<file path="src/rtl/ifetch_pkg.sv">
// ifetch_pkg: shared types and constants for the instruction-fetch controller.
package ifetch_pkg;
  typedef enum logic [1:0] {IDLE, RUN, FAULT} state_e;
  localparam int IFETCH_QDEPTH = 2;
  localparam logic [31:0] RV_NOP = 32'h0000_0013;
  typedef struct packed {
    logic [31:0] pc;
    logic [31:0] instr;
    logic        fault;
  } entry_t;
endpackage

</file>
<file path="src/rtl/ifetch_queue.sv">
// ifetch_queue: 2-entry prefetch FIFO; the head always lives in slot 0, flush overrides push and pop.
module ifetch_queue
  import ifetch_pkg::*;
(
  input  logic       clk,
  input  logic       rst_n,
  input  logic       push_i,
  input  logic       pop_i,
  input  logic       flush_i,
  input  entry_t     din_i,
  output logic [1:0] count_o,
  output entry_t     head_o
);
  entry_t e0_q, e0_d, e1_q, e1_d;
  logic [1:0] cnt_q, cnt_d, cnt_p;
  logic pop_v, push_v;
  always_comb begin
    pop_v  = pop_i && cnt_q != 2'd0;
    cnt_p  = cnt_q - {1'b0, pop_v};
    push_v = push_i && cnt_p != 2'(IFETCH_QDEPTH);
    e0_d   = (push_v && cnt_p == 2'd0) ? din_i : pop_v ? e1_q : e0_q;
    e1_d   = (push_v && cnt_p == 2'd1) ? din_i : e1_q;
    cnt_d  = flush_i ? 2'd0 : cnt_p + {1'b0, push_v};
  end
  always_ff @(posedge clk or negedge rst_n) begin
    if (!rst_n) begin
      e0_q  <= '0;
      e1_q  <= '0;
      cnt_q <= '0;
    end else begin
      e0_q  <= e0_d;
      e1_q  <= e1_d;
      cnt_q <= cnt_d;
    end
  end
  assign count_o = cnt_q;
  assign head_o  = e0_q;
endmodule

</file>
<file path="src/rtl/ifetch_ctrl.sv">
// ifetch_ctrl: PC, fetch FSM and redirect handling in front of a 2-entry prefetch queue.
// Define IFETCH_MISALIGN_EN to turn misaligned redirects into a single fault entry.
module ifetch_ctrl
  import ifetch_pkg::*;
#(
  parameter int          SIZE     = 10,
  parameter logic [31:0] RESET_PC = 32'h0000_0000
) (
  input  logic            clk,
  input  logic            rst_n,
  input  logic            fetch_en,
  output logic [SIZE-1:0] imem_addr,
  input  logic [31:0]     imem_data,
  input  logic            redirect_valid,
  input  logic [31:0]     redirect_pc,
  output logic            out_valid,
  input  logic            out_ready,
  output logic [31:0]     out_pc,
`ifdef IFETCH_MISALIGN_EN
  output logic            out_fault,
`endif
  output logic [31:0]     out_instr
);
  state_e state_q, state_d;
  logic [31:0] pc_q, pc_d, tgt;
  logic [1:0] count;
  logic push, pop, misalign, fault_push;
  entry_t din, head;
`ifdef IFETCH_MISALIGN_EN
  logic pend_q, pend_d;
  assign misalign   = redirect_pc[1:0] != 2'b00;
  assign tgt        = redirect_pc;
  assign fault_push = state_q == FAULT && pend_q;
  assign out_fault  = head.fault;
  // The fault entry is pushed once; FAULT then idles until the next redirect.
  assign pend_d     = redirect_valid ? misalign : pend_q && !fault_push;
  always_ff @(posedge clk or negedge rst_n) begin
    if (!rst_n) pend_q <= 1'b0;
    else pend_q <= pend_d;
  end
`else
  assign misalign   = 1'b0;
  assign tgt        = redirect_pc & 32'hFFFF_FFFC;
  assign fault_push = 1'b0;
`endif
  always_comb begin
    pop       = out_valid && out_ready;
    push      = !redirect_valid && ((state_q == RUN && (count != 2'(IFETCH_QDEPTH) || pop)) || fault_push);
    din.pc    = pc_q;
    din.instr = fault_push ? RV_NOP : imem_data;
    din.fault = fault_push;
    pc_d      = redirect_valid ? tgt : (push && !fault_push) ? pc_q + 32'd4 : pc_q;
    state_d   = redirect_valid ? (misalign ? FAULT : fetch_en ? RUN : IDLE)
              : state_q == FAULT ? FAULT : fetch_en ? RUN : IDLE;
  end
  always_ff @(posedge clk or negedge rst_n) begin
    if (!rst_n) begin
      state_q <= IDLE;
      pc_q    <= RESET_PC;
    end else begin
      state_q <= state_d;
      pc_q    <= pc_d;
    end
  end
  ifetch_queue u_q (
    .clk     (clk),
    .rst_n   (rst_n),
    .push_i  (push),
    .pop_i   (pop),
    .flush_i (redirect_valid),
    .din_i   (din),
    .count_o (count),
    .head_o  (head)
  );
  assign imem_addr = pc_q[SIZE+1:2];
  assign out_valid = count != 2'd0;
  assign out_pc    = head.pc;
  assign out_instr = head.instr;
endmodule

</file>
<file path="config.mk">
export PLATFORM = sky130hd
export DESIGN_NAME = ifetch_ctrl
export DESIGN_NICKNAME = d
export VERILOG_FILES = /design/src/rtl/ifetch_pkg.sv /design/src/rtl/ifetch_queue.sv /design/src/rtl/ifetch_ctrl.sv
export SDC_FILE = /design/constraint.sdc
export NUM_CORES = 1
export LEC_CHECK = 0
export ABC_AREA = 1
export CAP_MARGIN = 20
export CORE_MARGIN = 4
export CORE_UTILIZATION = 25
export DETAILED_ROUTE_END_ITERATION = 8
export PLACE_DENSITY = 0.47
export SLEW_MARGIN = 25
export SYNTH_ARGS = -nofsm -noshare
export SYNTH_HDL_FRONTEND = slang
export SYNTH_SLANG_ARGS = --single-unit
</file>
<file path="constraint.sdc">
create_clock -name clk -period 4.4 [get_ports clk]
set_clock_uncertainty 0.1 [all_clocks]
set_input_delay 0.44 -clock clk [delete_from_list [all_inputs] [get_ports clk]]
set_output_delay 0.44 -clock clk [all_outputs]
set_load 0.02 [all_outputs]
</file>
Yosys cells after proc, flatten, opt, wreduce, memory -nomap -nowiden
Cells that the tools add are included.
W data, S select, Z words.
- add/sub/neg operators: 3
- multiply operators: 0
- divide/modulo/power cells: 0
- order comparisons: 0
- eq/ne operators: 5
- shifts and indexed selects: 0
- mux-type cells: 8
- bitwise operators: 0
- reduce and logical (&&, ||, !) cells: 13
- operator list (cell ; number):
    $mux W65 ; 2
    $mux W32 ; 2
    $add A32 B3 Y32 const B ; 1
    $logic_and A1 B1 Y1 ; 7
    $mux W2 ; 3
    $reduce_bool A2 Y1 ; 3
    $eq A2 B1 Y1 const B ; 2
    $ne A2 B2 Y1 const B ; 2
    $add A2 B1 Y2 ; 1
    $eq A2 B2 Y1 const B ; 1
    $logic_not A2 Y1 ; 1
    $sub A2 B1 Y2 ; 1
    $logic_not A1 Y1 ; 1
    $logic_or A1 B1 Y1 ; 1
    $mux W1 ; 1
- register bits after elaboration: 164
- latch bits: 0
- RAM bits: 0
- bits in read-only memories: 0
- input bits: 69
- output and inout port bits: 75
- logic and storage cells: 36
- memories: 0

Depth between registers and ports, before layout
Gate-level depths: netlist (run 1).
- depth in word-level cells: 8
- mapped depth: 11
- depth with buffers taken out: 10

Modules after synthesis
A second synthesis (run 1) with hierarchy kept.
- cells, all modules: 1204
- area total of the unflattened synthesis: 8747.1 µm²
- modules (own cells, without submodules) (module ; times used ; cells an instance ; area an instance (µm²) ; sequential area each (µm²)):
    ifetch_queue ; 1 ; 802 ; 6251.0 ; 3303.2
    ifetch_ctrl ; 1 ; 402 ; 2496.1 ; 800.8

Worst setup path before layout (run 1)
No wires, ideal clock.
- path type: input to register
- from: in out_ready
- to: reg u_q.e1_q[10] (netlist name)
- library setup time: 0.066 ns
- arrival time: 2.134 ns
- data required time: 4.234 ns
- setup slack: 2.100 ns
- stages on the path: 9
- buffers on the path: 3
- path through: inv_2 nor2_2 clkbuf_1 ha_1 clkbuf_1 inv_2 buf_1 nand3_1 nand2_1
- longest elaborated chain between the ends: 6
- elaborated cells between the ends (all ways): 10
- classes of those cells: add/sub (1); eq/ne (2); reduce/logical (7)
- ends and longest elaborated chain (element ; line ; source):
    from (decl) ; ifetch_ctrl.sv:17 ; input logic out_ready,
    $logic_and A1 B1 Y1 (*) ; ifetch_ctrl.sv:47 ; pop = out_valid && out_ready;
    $logic_and A1 B1 Y1 or $logic_or A1 B1 Y1 (tied branches) ; ifetch_queue.sv:18, ifetch_ctrl.sv:48 ;
    $sub A2 B1 Y2 or $logic_and A1 B1 Y1 (tied branches) ; ifetch_queue.sv:19, ifetch_ctrl.sv:48 ;
    $ne A2 B2 Y1 or $logic_and A1 B1 Y1 (tied branches) ; ifetch_queue.sv:20, ifetch_ctrl.sv:48 ;
    $logic_and A1 B1 Y1 ; ifetch_queue.sv:20 ; push_v = push_i && cnt_p != 2'(IFETCH_QDEPTH);
    $logic_and A1 B1 Y1 (*) ; ifetch_queue.sv:22 ; e1_d = (push_v && cnt_p == 2'd1) ? din_i : e1_q;
    to (signal assigned) ; ifetch_queue.sv:28 ; e1_q <= '0;
    to (signal assigned) ; ifetch_queue.sv:32 ; e1_q <= e1_d;
    to (decl) ; ifetch_queue.sv:14 ; entry_t e0_q, e0_d, e1_q, e1_d;
Every way passes the cells marked *; elsewhere a longest branch is shown, timed or not.
A chain may end at the register's enable or synchronous reset.

Worst setup path after layout (run 1)
- from: reg u_q.cnt_q[1], in the netlist u_q.count_o[1]
- to: reg u_q.e0_q (netlist bit u_q.head_o[57])
- longest elaborated chain between the ends: 8
- elaborated cells between the ends (all ways): 14
- classes of those cells: add/sub (1); eq/ne (2); mux (1); reduce/logical (10)
- ends and longest elaborated chain (element ; line ; source):
    from (decl) ; ifetch_queue.sv:15 ; logic [1:0] cnt_q, cnt_d, cnt_p;
    from (signal assigned) ; ifetch_queue.sv:33 ; cnt_q <= cnt_d;
    $reduce_bool A2 Y1 ; ifetch_queue.sv:18, ifetch_ctrl.sv:76 ;
    $logic_and A1 B1 Y1 ; ifetch_ctrl.sv:47 ;
    $logic_and A1 B1 Y1 or $logic_or A1 B1 Y1 (tied branches) ; ifetch_queue.sv:18, ifetch_ctrl.sv:48 ;
    $sub A2 B1 Y2 or $logic_and A1 B1 Y1 (tied branches) ; ifetch_queue.sv:19, ifetch_ctrl.sv:48 ;
    $ne A2 B2 Y1 or $logic_and A1 B1 Y1 (tied branches) ; ifetch_queue.sv:20, ifetch_ctrl.sv:48 ;
    $logic_and A1 B1 Y1 ; ifetch_queue.sv:20 ;
    $logic_and A1 B1 Y1 ; ifetch_queue.sv:21 ; e0_d = (push_v && cnt_p == 2'd0) ? din_i : pop_v ? e1_q : e0_q;
    $mux W65 or $reduce_bool A2 Y1 (tied branches) ; n/a ;
    to (signal assigned) ; ifetch_queue.sv:27 ; e0_q <= '0;
    to (signal assigned) ; ifetch_queue.sv:31 ; e0_q <= e0_d;
    to (decl) ; ifetch_queue.sv:14 ;
Several ways; a longest one is shown, not always the timed one.

==> flow_metrics.py, run 1 <==
metrics = {
    "synth": {
        "postSynthCellCount": 1011,
        "synth_seq_cells": 158,
        "syn-cell-area_um2": 7900,
        "avgSynthCellArea_um2": 7.81,
        "synth_cell_types": 32,
        "yosysWarnings": 0,
        "ys_seq_area_share_pct": 50.1,
    },
    "critical_path": {
        "cp_data_required_time_ns": 4.60,
        "critPathLaunchType": "flip-flop",
        "crit_start": "u_q.count_o[1]",
        "endpoint_kind": "flip-flop",
        "cpPeakStageDelay_ns": 0.52,
        "cp.arrival_ns": 3.21,
        "path_cells": "nor2_1, nor2_4, ha_2, xor2_2, nor2_8, nand2_4, buf_12, nand3_1, nand3_1",
        "worst-setup-path-type": "reg -> reg",
        "slowest_stage": "nand2_4",
        "r2r_start": "u_q.count_o[1]",
        "cp_common_cell": "nand3_1",
        "cp_max_fo": 70,
    },
    "die": {
        "ios": 144,
        "initial_utilization_pct": 25.6,
        "die_height_um": 186,
        "fp.dieW_um": 186,
        "dieArea_um2": 34500,
        "row_count": 64,
        "core-area_um2": 30900,
    },
    "clock_tree": {
        "cts_resized": 0,
        "clkTransAtPathRegs_ns": 0.07,
        "cts_inserted_buffers": 17,
        "cts.path.max_buffers": 2,
        "cts_setup_buffers": 0,
        "htreeDepth": 4,
        "ctsRootBufferMaster": "clkbuf_16",
        "clkSinkCount": 158,
        "holdBufCountCts": 0,
        "tritoncts": "yes",
        "clock_latency_ns": 0.42,
    },
    "finish": {
        "nFillCells": 3337,
        "syn_to_final_growth_pct": 27.6,
        "drive_above_1_share_pct": 5.46,
        "antenna_cells": 0,
        "fin_nets": 1176,
        "finalNonFillerCells": 1514,
    },
    "routing": {
        "wl_per_cell_um": 16.8,
        "drtIter0Drc": 596,
        "postRouteAntennaNets": 0,
        "routed_wl_mm": 25.5,
        "viasPerCell": 4.69,
        "num_vias": 7097,
        "dr.pass1.iters": 5,
        "drc": 0,
    },
    "sta": {
        "hold_viol": 0,
        "slew_headroom_pct": 39.6,
        "layout_min_cycle_time_ns": 3.01,
        "setup_tns_ns": 0,
        "tightest_slew_ns": 0.906,
        "fmax_ghz": 0.332,
        "rsz0062_at_grt": "false",
        "finalMaxSlewViolations": 0,
        "finalSetupViolCount": 0,
        "finalCritPeriodShare_pct": 68.5,
    },
    "global_route": {
        "grt_max_degree": 93,
        "grtUsageTotal_pct": 14.9,
        "grt_busiest_layer": "met1",
        "overflow": 0,
        "grt_pass1_wl_mm": 40.4,
        "grt_pass1_vias": 6860,
        "met3_usage_pct": 3.38,
        "grt_use_met1_pct": 22.2,
        "met2_usage_pct": 22.1,
        "antenna_found_initial": 0,
    },
    "status": {
        "status": "completed",
    },
    "placement": {
        "dpl.hpwl_mm": 16.9,
        "place_inst": 1482,
        "portBuffers": 139,
        "gp_congestion": 0.829,
    },
    "power": {
        "irDropWorstVdd_v": 0.000284,
        "p_per_area_nw_per_um2": 614,
        "leakagePower_nw": 4.60,
    },
    "flow_run": {
        "maxCapViolCount": 0,
    },
    "min_path": {
        "hp-class": "in -> async",
    },
}
## where the power goes
part | internal, mW | switching [mW] | total (mW)
Combinational | 0.910 | 1.45 | 2.36
Sequential | 2.00 | 0.355 | 2.35
Clock | 0.854 | 0.625 | 1.48
## state kept, by name, summed over array words and instances (netlist names)
signal / cells
u_q.count_o: 2
u_q.e1_q: 62
u_q.head_o: 62
pc_q: 30
state_q: 2
## cells in the mapped netlist, drive strengths merged
cell / n / share of area [%]
nand3: 310 / 20
clkbuf: 23 / 1.1
inv: 65 / 3.1
nand3b: 1 / 0.095
nand4: 5 / 0.40
nor2: 58 / 3.1
dfrtp: 158 / 50
or2: 1 / 0.079
buf: 52 / 4.0
a21oi: 3 / 0.19
ha: 2 / 0.32
nand2: 261 / 13
a31oi: 3 / 0.24
o21ai: 55 / 3.5
o21bai: 2 / 0.19
xor2: 6 / 0.76
nor3: 1 / 0.063
o211ai: 4 / 0.38
conb: 1 / 0.047
## cell usage in the layout (no fill, tap or decap), drive strengths merged
cell type / netlist / layout
o21ai: 55 / 55
or2: 1 / 1
nand3b: 1 / 1
ha: 2 / 2
o21bai: 2 / 2
clkdlybuf4s50: 0 / 138
a31oi: 3 / 3
nor2: 58 / 58
buf: 52 / 11
nor3: 1 / 1
dfrtp: 158 / 158
nand4: 5 / 5
o211ai: 4 / 4
clkinvlp: 0 / 3
clkbuf: 23 / 19
xor2: 6 / 6
bufinv: 0 / 2
clkinv: 0 / 7
nand2: 261 / 261
conb: 1 / 2
a21oi: 3 / 3
nand3: 310 / 310
inv: 65 / 66
## metrics by stage
stage	worst slack [ns]	cell area, µm²	total power [mW]	hold slack, ns	util, %
6_report	1.39	10100	6.19	0.00966	32.6
5_1_grt	1.20	10100	6.63	0.0658	32.6
4_1_cts	1.12	10100	6.29	0.0485	32.6
3_5_place_dp	0.720	9490	4.78	0.359	30.7
3_3_place_gp	0.778	9490	4.75	0.354	30.7
2_1_floorplan	2.10	7900	3.77	0.0444	-
## worst max-delay path: cells and delay by family (launching register included)
family        cells  cell delay, ns
fa+ha+maj         1            0.19
simple gates      6            1.53
xor+xnor          1            0.21
buf+inv           1            0.38
flops             1            0.42
## cells by family after synthesis
group           share of synthesized area [%]
simple gates                             36.2
buf+inv                                  8.17
other cells                            0.0475
flops                                    50.1
fa+ha+maj                               0.317
xor+xnor                                0.760
compound gates                           4.48
## final timing paths
check                                  to  slack [ns]  cells after the start
setup / recovery           u_q.head_o[57]        1.39                      9
hold / removal             u_q.head_o[29]        0.01                      1
setup reg to reg           u_q.head_o[57]        1.39                      9
hold reg to reg              u_q.e1_q[26]        0.37                      2
max in group asynchronous     u_q.e1_q[3]        3.12                      2
min in group clk             u_q.e1_q[26]        0.37                      2
## layer usage
| layer | vias to the layer above | part of all wire, % |
|---|---|---|
| li1 | 3517 | - |
| met1 | 3397 | 50 |
| met2 | 170 | 44 |
| met3 | 13 | 5.6 |
| met4 | 0 | 0.83 |
| met5 | - | 0 |
## cell type report
type	count	area [µm²]	share of cell area [%]
Sequential cell	158	3950	39.2
Multi-Input combinational cell	714	3320	33.0
Timing Repair Buffer	149	1480	14.7
Tap cell	396	495	4.91
Clock buffer	19	443	4.39
Inverter	65	244	2.42
Clock inverter	13	141	1.40
Note: power is estimated with default switching activity, not from simulation.
==> run 2: changes to the inputs <==
- clock period: 4.4 -> 2.8 ns (I/O delays scaled with it)
==> flow_metrics.py, run 2 (synthesized netlist as in run 1, its figures left out) <==
metrics = {
    "routing": {
        "viasPerCell": 4.65,
        "num_vias": 7099,
        "drtIter0Drc": 535,
        "dr.pass1.iters": 5,
        "drc": 0,
        "wl_per_cell_um": 16.5,
        "routed_wl_mm": 25.3,
        "postRouteAntennaNets": 0,
    },
    "global_route": {
        "antenna_found_initial": 0,
        "overflow": 0,
        "grt_pass1_vias": 6909,
        "grt_max_degree": 64,
        "grtUsageTotal_pct": 14.7,
        "grt_pass1_wl_mm": 40.2,
    },
    "finish": {
        "antenna_cells": 0,
        "drive_above_1_share_pct": 6.54,
        "layout_common_cells": "nand3_1 (308), nand2_1 (259), dfrtp_1 (158), clkdlybuf4s50_1 (138), inv_1 (57)",
        "final_common_cell": "nand3_1",
        "fin_nets": 1190,
        "syn_to_final_growth_pct": 29.8,
    },
    "critical_path": {
        "r2r_start": "u_q.count_o[1]",
        "worst-setup-path-type": "reg -> reg",
        "crit_start": "u_q.count_o[1]",
        "cp.arrival_ns": 2.45,
        "endpoint_kind": "flip-flop",
        "cp_max_fo": 28,
        "cp_data_required_time_ns": 3.05,
        "critPathLaunchType": "flip-flop",
    },
    "clock_tree": {
        "clkTransAtPathRegs_ns": 0.07,
        "htreeDepth": 4,
        "cts_setup_buffers": 0,
        "cts_resized": 0,
        "tritoncts": "yes",
        "ctsRootBufferMaster": "clkbuf_16",
        "clock_latency_ns": 0.42,
        "cts_inserted_buffers": 17,
        "cts.path.max_buffers": 2,
        "holdBufCountCts": 1,
        "clkSinkCount": 158,
    },
    "status": {
        "status": "completed",
    },
    "die": {
        "dieArea_um2": 34500,
        "fp.dieW_um": 186,
        "initial_utilization_pct": 25.6,
        "row_count": 64,
        "core-area_um2": 30900,
        "die_height_um": 186,
        "ios": 144,
    },
    "sta": {
        "setup_tns_ns": 0,
        "rsz0062_at_grt": "false",
        "finalCritPeriodShare_pct": 78.4,
        "tightest_slew_ns": 0.783,
        "slew_headroom_pct": 47.8,
        "layout_min_cycle_time_ns": 2.19,
        "finalMaxSlewViolations": 0,
        "finalSetupViolCount": 0,
        "fmax_ghz": 0.456,
        "hold_viol": 0,
    },
    "placement": {
        "portBuffers": 139,
        "gp_congestion": 0.836,
        "dpl.hpwl_mm": 17.6,
    },
    "power": {
        "irDropWorstVdd_v": 0.000414,
        "total_power_mw": 9.77,
        "p_per_area_nw_per_um2": 953,
        "leakagePower_nw": 4.71,
    },
    "min_path": {
        "hp-class": "in -> async",
    },
    "flow_run": {
        "maxCapViolCount": 0,
    },
}
run 2: final timing paths:
check | to | slack [ns] | cells past startpoint
min in group clk | state_q[0] | 0.31 | 3
min | u_q.e1_q[29] | 0.27 | 2
max in group asynchronous | u_q.head_o[61] | 1.63 | 3
max | u_q.e1_q[1] | 0.61 | 8
max reg2reg | u_q.e1_q[1] | 0.61 | 8
min reg2reg | u_q.e1_q[26] | 0.37 | 2
run 2: per-stage QoR:
stage	instances	utilization, %	setup slack [ns]	area (µm²)	hold slack (ns)
after CTS	1528	33.2	0.542	10300	0.283
after floorplan	1012	-	0.511	7900	-0.116
final	1528	33.2	0.605	10300	0.272
after detailed placement	1495	31.3	0.352	9690	0.167
after global placement	1495	31.3	0.368	9690	0.173
after global routing	1528	33.2	0.440	10300	0.298
run 2: cell type report:
class	instances	area [µm²]
fillers	3314	20700
clock inverters	13	116
multi-input cells	714	3310
inverters	65	244
flip-flops and latches	158	3950
well taps	396	495
repair buffers	163	1690
clock buffers	19	443
run 2: report_power, final:
part / switching, mW / internal, mW / total (mW) / leakage [nW]
combinational: 2.29 / 1.55 / 3.84 / 2.45
clock: 0.978 / 1.25 / 2.23 / 0.269
sequential: 0.569 / 3.14 / 3.71 / 1.99
total: 3.84 / 5.94 / 9.77 / 4.71
run 2: critical path, cell delays in order (launching register included):
cell and delay (ns):
dfrtp_1 0.43, nor2_1 0.23, nor2_4 0.05, ha_2 0.56, inv_2 0.09, nand2_4 0.28
buf_12 0.23, nand2_1 0.07, nand2_1 0.06
run 2: layer usage:
layer / share of wire, % / up-vias / GRT usage [%]
met2: 46 / 170 / 22.6
met4: 0.74 / 0 / 3.00
met3: 5.2 / 14 / 2.91
li1: - / 3553 / -
met5: 0 / - / 0
met1: 49 / 3362 / 21.7
